**config.mk**
```make
export PLATFORM = sky130hd
export DESIGN_NAME = arm_hazard_unit
export DESIGN_NICKNAME = d
export VERILOG_FILES = /design/src/rtl/arm_pkg.sv /design/src/rtl/arm_fwd_sel.sv /design/src/rtl/arm_hazard_unit.sv
export SDC_FILE = /design/constraint.sdc
export NUM_CORES = 1
export LEC_CHECK = 0
export CAP_MARGIN = 20
export CORE_UTILIZATION = 42
export CTS_CLUSTER_DIAMETER = 80
export DETAILED_ROUTE_END_ITERATION = 16
export PLACE_DENSITY = 0.77
export SLEW_MARGIN = 20
export SYNTH_ARGS = -nofsm -noshare
export SYNTH_HDL_FRONTEND = slang
export SYNTH_HIERARCHICAL = 1
export SYNTH_SLANG_ARGS = --single-unit
```
**constraint.sdc**
```tcl
create_clock -name clk -period 1.7 [get_ports clk]
set_input_delay 0.34 -clock clk [delete_from_list [all_inputs] [get_ports clk]]
set_output_delay 0.34 -clock clk [all_outputs]
set_load 0.03 [all_outputs]
```
**src/rtl/arm_pkg.sv**
```systemverilog
// Shared types and constants for the ARM pipeline hazard unit.
package arm_pkg;

    typedef enum logic [1:0] {
        FWD_RF = 2'b00,
        FWD_W  = 2'b01,
        FWD_M  = 2'b10
    } fwd_sel_t;

    typedef enum logic [1:0] {
        IDLE,
        WAIT,
        ERR
    } memfsm_t;

    localparam logic [3:0] PC_REG = 4'd15;

endpackage

```
**src/rtl/arm_fwd_sel.sv**
```systemverilog
// Forwarding select for one E-stage source operand: M result beats W result.
module arm_fwd_sel
    import arm_pkg::*;
#(
    parameter int unsigned RA_W = 4
) (
    input  logic [RA_W-1:0] ra_e,
    input  logic [RA_W-1:0] wa_m,
    input  logic [RA_W-1:0] wa_w,
    input  logic            reg_write_m,
    input  logic            reg_write_w,
    output fwd_sel_t        sel
);

    // R15 reads come from the PC+8 path and are never forwarded
    always_comb begin
        sel = FWD_RF;
        if (ra_e != RA_W'(PC_REG)) begin
            if (reg_write_m && (wa_m == ra_e)) begin
                sel = FWD_M;
            end else if (reg_write_w && (wa_w == ra_e)) begin
                sel = FWD_W;
            end
        end
    end

endmodule

```
**src/rtl/arm_hazard_unit.sv**
```systemverilog
// Hazard/forwarding controller for the 5-stage pipe: forwarding, load-use and
// PC-write stalls, branch flushes, dmem wait freeze, perf counters and timeout flag.
module arm_hazard_unit
    import arm_pkg::*;
#(
    parameter int unsigned RA_W    = 4,
    parameter int unsigned TIMEOUT = 16,
    parameter int unsigned CNT_W   = 16
) (
    input  logic             clk,
    input  logic             reset,
    input  logic [RA_W-1:0]  RA1D,
    input  logic [RA_W-1:0]  RA2D,
    input  logic [RA_W-1:0]  RA1E,
    input  logic [RA_W-1:0]  RA2E,
    input  logic [RA_W-1:0]  WA3E,
    input  logic [RA_W-1:0]  WA3M,
    input  logic [RA_W-1:0]  WA3W,
    input  logic             RegWriteM,
    input  logic             RegWriteW,
    input  logic             MemtoRegE,
    input  logic             PCWrPendingF,
    input  logic             BranchTakenE,
    input  logic             dmem_req_M,
    input  logic             dmem_ready,
    output logic [1:0]       ForwardAE,
    output logic [1:0]       ForwardBE,
    output logic             StallF,
    output logic             StallD,
    output logic             StallE,
    output logic             StallM,
    output logic             FlushD,
    output logic             FlushE,
    output logic             FlushW,
    output logic             mem_timeout,
    output logic [CNT_W-1:0] stall_cnt,
    output logic [CNT_W-1:0] flush_cnt
);

    localparam int unsigned WC_W = $clog2(TIMEOUT + 1);

    memfsm_t         state;
    logic [WC_W-1:0] wcnt;
    fwd_sel_t        fwd_a;
    fwd_sel_t        fwd_b;
    logic            memwait;
    logic            ldr_stall;

    arm_fwd_sel #(.RA_W(RA_W)) u_fwd_a (
        .ra_e(RA1E), .wa_m(WA3M), .wa_w(WA3W),
        .reg_write_m(RegWriteM), .reg_write_w(RegWriteW), .sel(fwd_a)
    );

    arm_fwd_sel #(.RA_W(RA_W)) u_fwd_b (
        .ra_e(RA2E), .wa_m(WA3M), .wa_w(WA3W),
        .reg_write_m(RegWriteM), .reg_write_w(RegWriteW), .sel(fwd_b)
    );

    assign ForwardAE = reset ? fwd_a : FWD_RF;
    assign ForwardBE = reset ? fwd_b : FWD_RF;

    assign ldr_stall = MemtoRegE && ((WA3E == RA1D) || (WA3E == RA2D));
    assign memwait   = reset && dmem_req_M && !dmem_ready && (state != ERR);

    // Memory wait tracker; a withdrawn request also ends the wait
    always_ff @(posedge clk or negedge reset) begin
        if (!reset) begin
            state       <= IDLE;
            wcnt        <= '0;
            mem_timeout <= 1'b0;
        end else begin
            case (state)
                IDLE: begin
                    if (dmem_req_M && !dmem_ready) begin
                        state <= WAIT;
                        wcnt  <= WC_W'(1);
                    end
                end
                WAIT: begin
                    if (!dmem_req_M || dmem_ready) begin
                        state <= IDLE;
                    end else if (wcnt == WC_W'(TIMEOUT)) begin
                        state       <= ERR;
                        mem_timeout <= 1'b1;
                    end else begin
                        wcnt <= wcnt + WC_W'(1);
                    end
                end
                ERR: begin
                    if (!dmem_req_M) state <= IDLE;
                end
                default: state <= IDLE;
            endcase
        end
    end

    // Stall/flush priority: memory freeze overrides branch and load-use handling
    always_comb begin
        StallF = 1'b0;
        StallD = 1'b0;
        StallE = 1'b0;
        StallM = 1'b0;
        FlushD = 1'b0;
        FlushE = 1'b0;
        FlushW = 1'b0;
        if (!reset) begin
            FlushD = 1'b1;
            FlushE = 1'b1;
            FlushW = 1'b1;
        end else if (memwait) begin
            StallF = 1'b1;
            StallD = 1'b1;
            StallE = 1'b1;
            StallM = 1'b1;
            FlushW = 1'b1;
        end else begin
            StallF = ldr_stall || PCWrPendingF;
            StallD = ldr_stall;
            FlushD = PCWrPendingF || BranchTakenE;
            FlushE = ldr_stall || BranchTakenE;
        end
    end

    // Saturating performance counters
    always_ff @(posedge clk or negedge reset) begin
        if (!reset) begin
            stall_cnt <= '0;
            flush_cnt <= '0;
        end else begin
            if (StallF && (stall_cnt != '1)) stall_cnt <= stall_cnt + CNT_W'(1);
            if (FlushE && (flush_cnt != '1)) flush_cnt <= flush_cnt + CNT_W'(1);
        end
    end

endmodule
```
== Word-level counts from Yosys, hierarchy flattened ==
Index checks and enable logic that the tools add are counted.

* Eq/ne operators: 19
* $add $sub $neg: 3
* Mux-type cells: 28
* Reduce and logical (&&, ||, !) cells: 23
* Bitwise logic cells: 1

{| class="wikitable"
|+ Operator list
! cell !! count
|-
| $add A16 B1 Y16 const B || 2
|-
| $ne A16 B16 Y1 const B || 2
|-
| $eq A4 B4 Y1 || 6
|-
| $mux W2 || 10
|-
| $mux W5 || 3
|-
| $mux W1 || 13
|-
| $logic_and A1 B1 Y1 || 11
|-
| $ne A2 B2 Y1 const B || 5
|-
| $pmux W5 S2 || 1
|-
| $ne A4 B4 Y1 const B || 2
|-
| $pmux W2 S3 || 1
|-
| $reduce_and A3 Y1 || 2
|-
| $add A5 B1 Y5 const B || 1
|-
| $eq A5 B5 Y1 const B || 1
|-
| $logic_or A1 B1 Y1 || 5
|-
| $reduce_and A4 Y1 || 1
|-
| $ne A3 B3 Y1 const B || 1
|-
| $eq A2 B1 Y1 const B || 1
|-
| $eq A2 B2 Y1 const B || 1
|-
| $logic_not A1 Y1 || 2
|-
| $logic_not A2 Y1 || 1
|-
| $reduce_bool A2 Y1 || 1
|-
| $not A1 Y1 || 1
|}

* Bits of input ports: 37
* Bits in registers: 40
* Word-level logic and storage cells: 79
* Output and inout port bits: 44

== Depth between registers and ports, before layout ==
Gate-level depths: netlist (run 1).

* Depth in word-level cells: 7
* Mapped depth: 8
* Mapped depth without buffers: 7

== Cells and area by module ==
Netlist (run 1), hierarchy kept.

{| class="wikitable"
|+ Modules (own cells, without submodules)
! module !! cells an instance !! times used !! area an instance (µm²) !! seq. area each (µm²)
|-
| arm_hazard_unit || 214 || 1 || 2169.6 || 1001.0
|-
| arm_fwd_sel || 19 || 2 || 131.4 || 0.0
|}

== Worst setup path before layout (run 1) ==
OpenSTA, ideal clock, no wires.

* Kind: reg-to-reg
* Start point: reg stall_cnt[0]
* End point: reg stall_cnt[1]
* Buffers on the path: 1
* Library setup time: 125 ps
* Data required time: 1575 ps
* Period minus slack after synthesis: 2163 ps
* Path slack: -463 ps
* Arrival: 2038 ps
* Cell stages (with the launch flop): 8
* Cell sequence: dfrtp_1 > ha_1 > and4_1 > nand2_2 > or3_4 > o311ai_4 > buf_8 > mux2_4

* Longest elaborated chain between the ends: 2
* Elaborated cells on any way between the ends: 3
* Those cells by class: add/sub (1); eq/ne (1); reduce/logical (1)

{| class="wikitable"
|+ Ends and longest elaborated chain
! item !! line !! source
|-
| start, declared || arm_hazard_unit.sv:36 || <nowiki>output logic [CNT_W-1:0] stall_cnt,</nowiki>
|-
| start signal, assigned || arm_hazard_unit.sv:130 || <nowiki>if (StallF && (stall_cnt != '1)) stall_cnt <= stall_cnt + CNT_W'(1);</nowiki>
|-
| branches (longest 2 deep; another with $add A16 B1 Y16) || n/a ||
|}

Parallel ways; which one is timed is not known.
A chain may end at the register's enable or synchronous reset.

== Final worst setup path (run 1) ==
* Start point: in RA1E[2]
* End point: out ForwardAE[1]

* Longest elaborated chain between the ends: 5
* Elaborated cells on any way between the ends: 6
* Those cells by class: eq/ne (2); mux (3); reduce/logical (1)

{| class="wikitable"
|+ Ends and longest elaborated chain
! item !! line !! source
|-
| start, declared || arm_hazard_unit.sv:14 || <nowiki>input logic [RA_W-1:0] RA1E,</nowiki>
|-
| $eq A4 B4 Y1 || arm_fwd_sel.sv:19 || <nowiki>if (reg_write_m && (wa_m == ra_e)) begin</nowiki>
|-
| $logic_and A1 B1 Y1 || arm_fwd_sel.sv:19 ||
|-
| $mux W2 || arm_fwd_sel.sv:19 ||
|-
| $mux W2 (*) || arm_fwd_sel.sv:18 || <nowiki>if (ra_e != RA_W'(PC_REG)) begin</nowiki>
|-
| named net fwd_a[1] || arm_hazard_unit.sv:44 || <nowiki>fwd_sel_t fwd_a;</nowiki>
|-
| $mux W2 (*) || arm_hazard_unit.sv:59 || <nowiki>assign ForwardAE = reset ? fwd_a : FWD_RF;</nowiki>
|-
| end, declared || arm_hazard_unit.sv:26 || <nowiki>output logic [1:0] ForwardAE,</nowiki>
|}

The timed path passes the listed nets; every way through them passes the cells marked *.

==> results of run 1 <==
==> cells in the mapped netlist (5+ instances only) <==
cell       n
nand3_1   16
nand2b_1   7
and2_1     5
nor3_1    10
nand2_1   19
nor2_1    19
xnor2_1   19
dfrtp_1   40
o21a_1     5
o21ai_0    9
nand4_1    8
xor2_1    25
inv_1     14
==> repair_timing <==
| action | CTS | global route |
|---|---|---|
| cloned | 1 | 1 |
| endpoints found under the setup margin | 74 | 45 |
| gates resized for setup | 231 | 36 |
| setup buffers | 13 | 6 |
| hold endpoints to repair | 0 | 0 |
| pin swaps | 39 | 27 |
==> final cells by class <==
type | count | area (µm²) | share of cell area (%)
sequential | 40 | 1023 | 23.27
inverter | 14 | 52.55 | 1.195
timing repair buffer | 159 | 1388 | 31.55
clock inverter | 1 | 5.005 | 0.1138
tap | 72 | 90.09 | 2.048
multi-input combinational | 193 | 1763 | 40.09
clock buffer | 7 | 76.32 | 1.735
==> power groups by stage <==
stage               Sequential (mW)  Combinational [mW]  Clock, mW
finish                         1.38                2.40      0.626
floorplan                      1.92               0.559          0
global route                   1.41                2.55      0.669
detailed placement             1.38                2.22          0
CTS                            1.37                2.31      0.619
global placement               1.37                2.17          0
==> metal layers <==
layer | up-vias | global-route usage, % | wire [µm]
met4 | 0 | 8.889 | 205
met3 | 17 | 4.884 | 402
met2 | 91 | 47.02 | 4048
met5 | - | 0 | 0
li1 | 1203 | - | -
met1 | 1222 | 30.42 | 3222
==> sequential cells by signal, indices dropped and copies added (netlist names) <==
name / cells
flush_cnt: 16
mem_timeout: 1
stall_cnt: 16
state: 2
wcnt: 5
==> through the flow <==
step | TNS [ps] | hold WS, ps | area, µm²
after floorplan | -2168 | 44.41 | 2487
after global placement | -24450 | 362.2 | 3777
after detailed placement | -26380 | 367.4 | 3777
after CTS | -3450 | 70.21 | 4288
after global routing | -6218 | 97.94 | 4398
final | -3983 | 91.58 | 4398
==> worst max-delay path by stage <==
| stage | end | slack, ps | cells after the start | from |
|---|---|---|---|---|
| global placement | ForwardAE[0] | -980 | 7 | WA3M[0] |
| global route | flush_cnt[6] | -310 | 9 | flush_cnt[1] |
| CTS | ForwardBE[1] | -240 | 7 | WA3M[0] |
| floorplan | stall_cnt[1] | -270 | 7 | stall_cnt[0] |
| detailed placement | ForwardAE[0] | -1110 | 7 | WA3M[0] |
| finish | ForwardAE[1] | -250 | 7 | RA1E[2] |
==> cells by family after synthesis <==
family,Yosys count
fa+ha+maj,4
flops,40
xor+xnor,44
simple gates,109
compound gates,32
buf+inv,20
mux,3
==> worst max-delay path: stages <==
cell and delay, ps:
clkbuf_2 120, xor2_2 200, a2111oi_4 410, buf_4 180
o21a_1 110, and2_4 130, buf_6 120
==> impl_metrics.ini, run 1 <==
[synth]
synth_ff_type = dfrtp_1
synth-compound-area-share_pct = 10.80
synthAdderAreaFrac_pct = 2.058
yosys_warnings = 6
ys_types = 50
ys_ff_latch = 40
yosys-mux-area-fraction_pct = 1.543
async_flop_share_pct = 100.0
synthTopCellsByArea = dfrtp_1 (41%), xor2_1 (9.0%), xnor2_1 (6.8%), nand3_1 (3.3%), nand2_1 (2.9%)
synth_seq_area_share_pct = 41.15
yosysTopAreaCellShare_pct = 41.15
synth-xor-area-share_pct = 15.84
syn_inst = 252
synth_nets = 293
netlist.top_cell.by_area = dfrtp_1
syn_area_um2 = 2432
synth-edff-count = 0
synth_top_family_by_area = simple AND/OR/NAND/NOR gates
syn_area_per_cell_um2 = 9.652
yosys.area_share.simple_pct = 24.54

[cells_and_area]
diodes = 0
utilization_pct = 79.38
final_common_cell = buf_4
layout-drive-gt1-share_pct = 50.48
syn2layout_area_growth_pct = 80.81
fillers = 344
layout_common_cells = buf_4 (75), dlygate4sd2_1 (38), buf_6 (29)
nets = 454
stdcell_count = 486

[pwr]
power.total_mw = 4.412
cellLeakagePower_nw = 2.123
power.internal_mw = 2.577
vdd_ir_drop_max_v = 0.001177
netSwitchingFraction_pct = 41.59
power_density_nw_per_um2 = 1003
p_switching_mw = 1.835
combPwrFrac_pct = 54.4
p_clk_share_pct = 14.2
seqPwrFrac_pct = 31.4

[sta]
hold_viol_final = 0
slew-limit-headroom_pct = 63.69
min_period_over_period_pct = 114.7
rsz0062_at_grt = true
drv_slew = 0
setup_viol = 39
max_freq_mhz = 512.7
min_period_ps = 1950
fin_ws_ps = -250.4
clock_skew_ps = 13.21
worst_slew_pin_slew_ps = 543.3

[global_route]
overflow = 0
track_usage_pct = 25.90
antenna_found_initial = 0
first_global_vias = 2611
grt_max_degree = 23
grt_pass1_wl_mm = 12.23

[detailed_routing]
ant_nets = 0
drc = 0
wirelength_mm = 7.879
dr.pass1.iters = 4
wl_per_cell_um = 16.21
drt-initial-drc-count = 60
routed-via-count = 2533
vias_per_cell = 5.212

[clock_network]
cts_buffers = 5
clock_latency_ps = 300
clock-sinks = 40
clk_pin_slew_ps = 70
clock_path_buffers = 2
cts_tree = done
htreeDepth = 2
cts_root_buffer = clkbuf_8
cts_hold_buffers = 0

[placed_design]
gp_congestion = 0.7829
dp_cells = 461
numPortBuffers = 80
dpl.hpwl_mm = 4.943
place_ws_ps = -1112

[floorplanning]
dieArea_um2 = 6100
die_w_um = 78.10
fp.coreArea_um2 = 5540
ios = 81
rows = 27
start_util_pct = 43.90
die_y_um = 78.10

[worst_setup_path]
cp-end-kind = primary output
start_kind = input pin
r2r-start = flush_cnt[1]
crit_path_max_fanout = 2
r2r-end = flush_cnt[8]
arrival_ps = 1610
worstRegToRegCells = 9
critPathKind = in2out
cp.required_ps = 1360
r2r_slack_ps = -240

[run_status]
violations = setup timing
status = complete, but fails checks

[hold_path]
timing.hold.worst.class = in2async

[flow_run]
maxCapViolCount = 0
(Power assumes the default switching activity.)
==> run 2: changes to the inputs <==
--- a/config.mk
+++ b/config.mk
@@ -5,7 +5,6 @@
 export SDC_FILE = /design/constraint.sdc
 export NUM_CORES = 1
 export LEC_CHECK = 0
-export CAP_MARGIN = 20
 export CORE_UTILIZATION = 42
 export CTS_CLUSTER_DIAMETER = 80
 export DETAILED_ROUTE_END_ITERATION = 16
==> results of run 2 <==
Final layout, timing and power as in run 1 (identical DEF).
==> run 3: changes to the inputs <==
--- a/config.mk
+++ b/config.mk
@@ -5,10 +5,11 @@
 export SDC_FILE = /design/constraint.sdc
 export NUM_CORES = 1
 export LEC_CHECK = 0
-export CORE_UTILIZATION = 42
+export CORE_UTILIZATION = 46
 export CTS_CLUSTER_DIAMETER = 80
 export DETAILED_ROUTE_END_ITERATION = 16
-export PLACE_DENSITY = 0.77
+export HOLD_SLACK_MARGIN = 0.03
+export PLACE_DENSITY = 0.8
 export SLEW_MARGIN = 20
 export SYNTH_ARGS = -nofsm -noshare
 export SYNTH_HDL_FRONTEND = slang
==> constraint.sdc (replaced) <==
create_clock -name clk -period 1.85 [get_ports clk]
set_input_delay 0.37 -clock clk [delete_from_list [all_inputs] [get_ports clk]]
set_output_delay 0.37 -clock clk [all_outputs]
set_load 0.03 [all_outputs]
==> run 3 against run 2 <==
Compared with the run above: the flow still finishes with violations (setup timing); non-clock buffer count down 4; worst setup slack better by 56 ps; count of clock-buffer cells in the layout down 1; cell count down 1.2%.
==> impl_metrics.ini, run 3 (synthesized netlist as in run 1, its figures left out) <==
[run_status]
status = complete, but fails checks
violations = setup timing

[detailed_routing]
dr.pass1.iters = 4
drt-initial-drc-count = 101
wirelength_mm = 8.812
wl_met3_um = 550
wl_per_cell_um = 18.36
drt-met1-wl_mm = 3.164
wl_met2_mm = 4.783
ant_nets = 0
vias_per_cell = 5.456
drc = 0
routed-via-count = 2619
top_layer = met4

[clock_network]
cts_buffers = 5
clock_latency_ps = 310
cts_root_buffer = clkbuf_8
clock-sinks = 40
htreeDepth = 2
clock_path_buffers = 2
clk_pin_slew_ps = 80
cts_tree = done

[cells_and_area]
nets = 450
design_area_um2 = 4418
layout_common_cells = buf_4 (73), buf_6 (26), xor2_1 (23), dlymetal6s2s_1 (23), dfrtp_1 (22)
stdcell_count = 480
diodes = 0
reg_top3 = flush_cnt x16, stall_cnt x16, wcnt x5
final_common_cell = buf_4
syn2layout_area_growth_pct = 81.64
utilization_pct = 86.50
layout-drive-gt1-share_pct = 50.24

[placed_design]
numPortBuffers = 80
place_area_um2 = 3784
dp_cells = 455
dpl.hpwl_mm = 5.173
gp_congestion = 0.8150

[sta]
fin_ws_ps = -194.1
hold_viol_final = 0
slew-limit-headroom_pct = 70.56
setup_viol = 25
hold_slack_ps = 134.4
tns_ps = -1971
drv_slew = 0
clock_skew_ps = 13.23
worst_slew_pin_slew_ps = 435.4
min_period_ps = 2044
max_freq_mhz = 489.2
rsz0062_at_grt = true
min_period_over_period_pct = 110.5

[floorplanning]
ios = 81
fp.coreArea_um2 = 5107
start_util_pct = 47.62
dieArea_um2 = 5582
die_y_um = 74.72
rows = 26
die_w_um = 74.72

[global_route]
antenna_found_initial = 0
first_global_vias = 2545
track_usage_pct = 28.88
overflow = 0
grt_max_degree = 27
grt_pass1_wl_mm = 11.79

[flow_run]
maxCapViolCount = 0

[worst_setup_path]
crit_buf_inv = 3
slowest_stage = buf_4
cp.required_ps = 1480
arrival_ps = 1670
cp-end-kind = primary output
crit_path_frequent_cell = buf_4
slowest_delay_ps = 220
critPathKind = in2out
start_kind = input pin
r2r_slack_ps = -150
crit_chain = buf_8, xnor2_2, nand4_1, buf_4, a21boi_4, nor2_1, o21ai_1, buf_4
path_delay_family = buffers and inverters
crit_path_max_fanout = 4

[pwr]
power_density_nw_per_um2 = 946.6
cellLeakagePower_nw = 2.256
vdd_ir_drop_max_v = 0.0009384

[hold_path]
timing.hold.worst.class = in2async
[run 3: worst register-to-register path, stage by stage (launching register included)]
cell and delay [ps]:
dfrtp_2 400, nand4_1 230, nor4_4 380, buf_4 180, a211oi_4 60, nor2_4 280, buf_6 160, nor2_2 40
xor2_1 150
[run 3: metrics by stage]
| step | worst slack, ps | total power, mW |
|---|---|---|
| finish | -194.1 | 4.182 |
| global placement | -868.9 | 3.252 |
| floorplan | -174.3 | 2.272 |
| CTS | -107.2 | 4.010 |
| global route | -203.5 | 4.376 |
| detailed placement | -940.8 | 3.316 |
[run 3: final timing paths]
path,start,end,depth (start not counted)
setup / recovery,RA1D[2],FlushE,8
hold / removal,reset,stall_cnt[5],2
setup reg to reg,flush_cnt[11],flush_cnt[6],8
hold reg to reg,mem_timeout,mem_timeout,1
max in group asynchronous,reset,flush_cnt[1],3
min in group clk,mem_timeout,mem_timeout,1
[run 3: final cells by class]
type,instances,area (µm²)
Tap cell,70,87.58
Clock inverter,2,12.51
Clock buffer,6,72.57
Inverter,14,52.55
Multi-Input combinational cell,193,1759
Sequential cell,40,1023
Timing Repair Buffer,155,1410
Fill cell,277,689.4
[run 3: repair_timing]
item | CTS | global route
resized for setup | 187 | 48
endpoints found under the setup margin | 43 | 57
setup buffers | 11 | 8
pin swaps | 36 | 24
gates cloned | 1 | 0
hold buffers | 0 | 0
[run 3: routing by layer]
| metal | track usage, % | vias up |
|---|---|---|
| met5 | 0 | - |
| met4 | 13.21 | 0 |
| met3 | 8.701 | 28 |
| met2 | 54.65 | 110 |
| met1 | 28.82 | 1292 |
| li1 | - | 1189 |
[run 3: where the power goes]
group	internal (mW)	leakage (nW)	switching, mW
registers	1.11	0.480	0.176
logic	1.07	1.73	1.23
clock network	0.264	0.0412	0.326
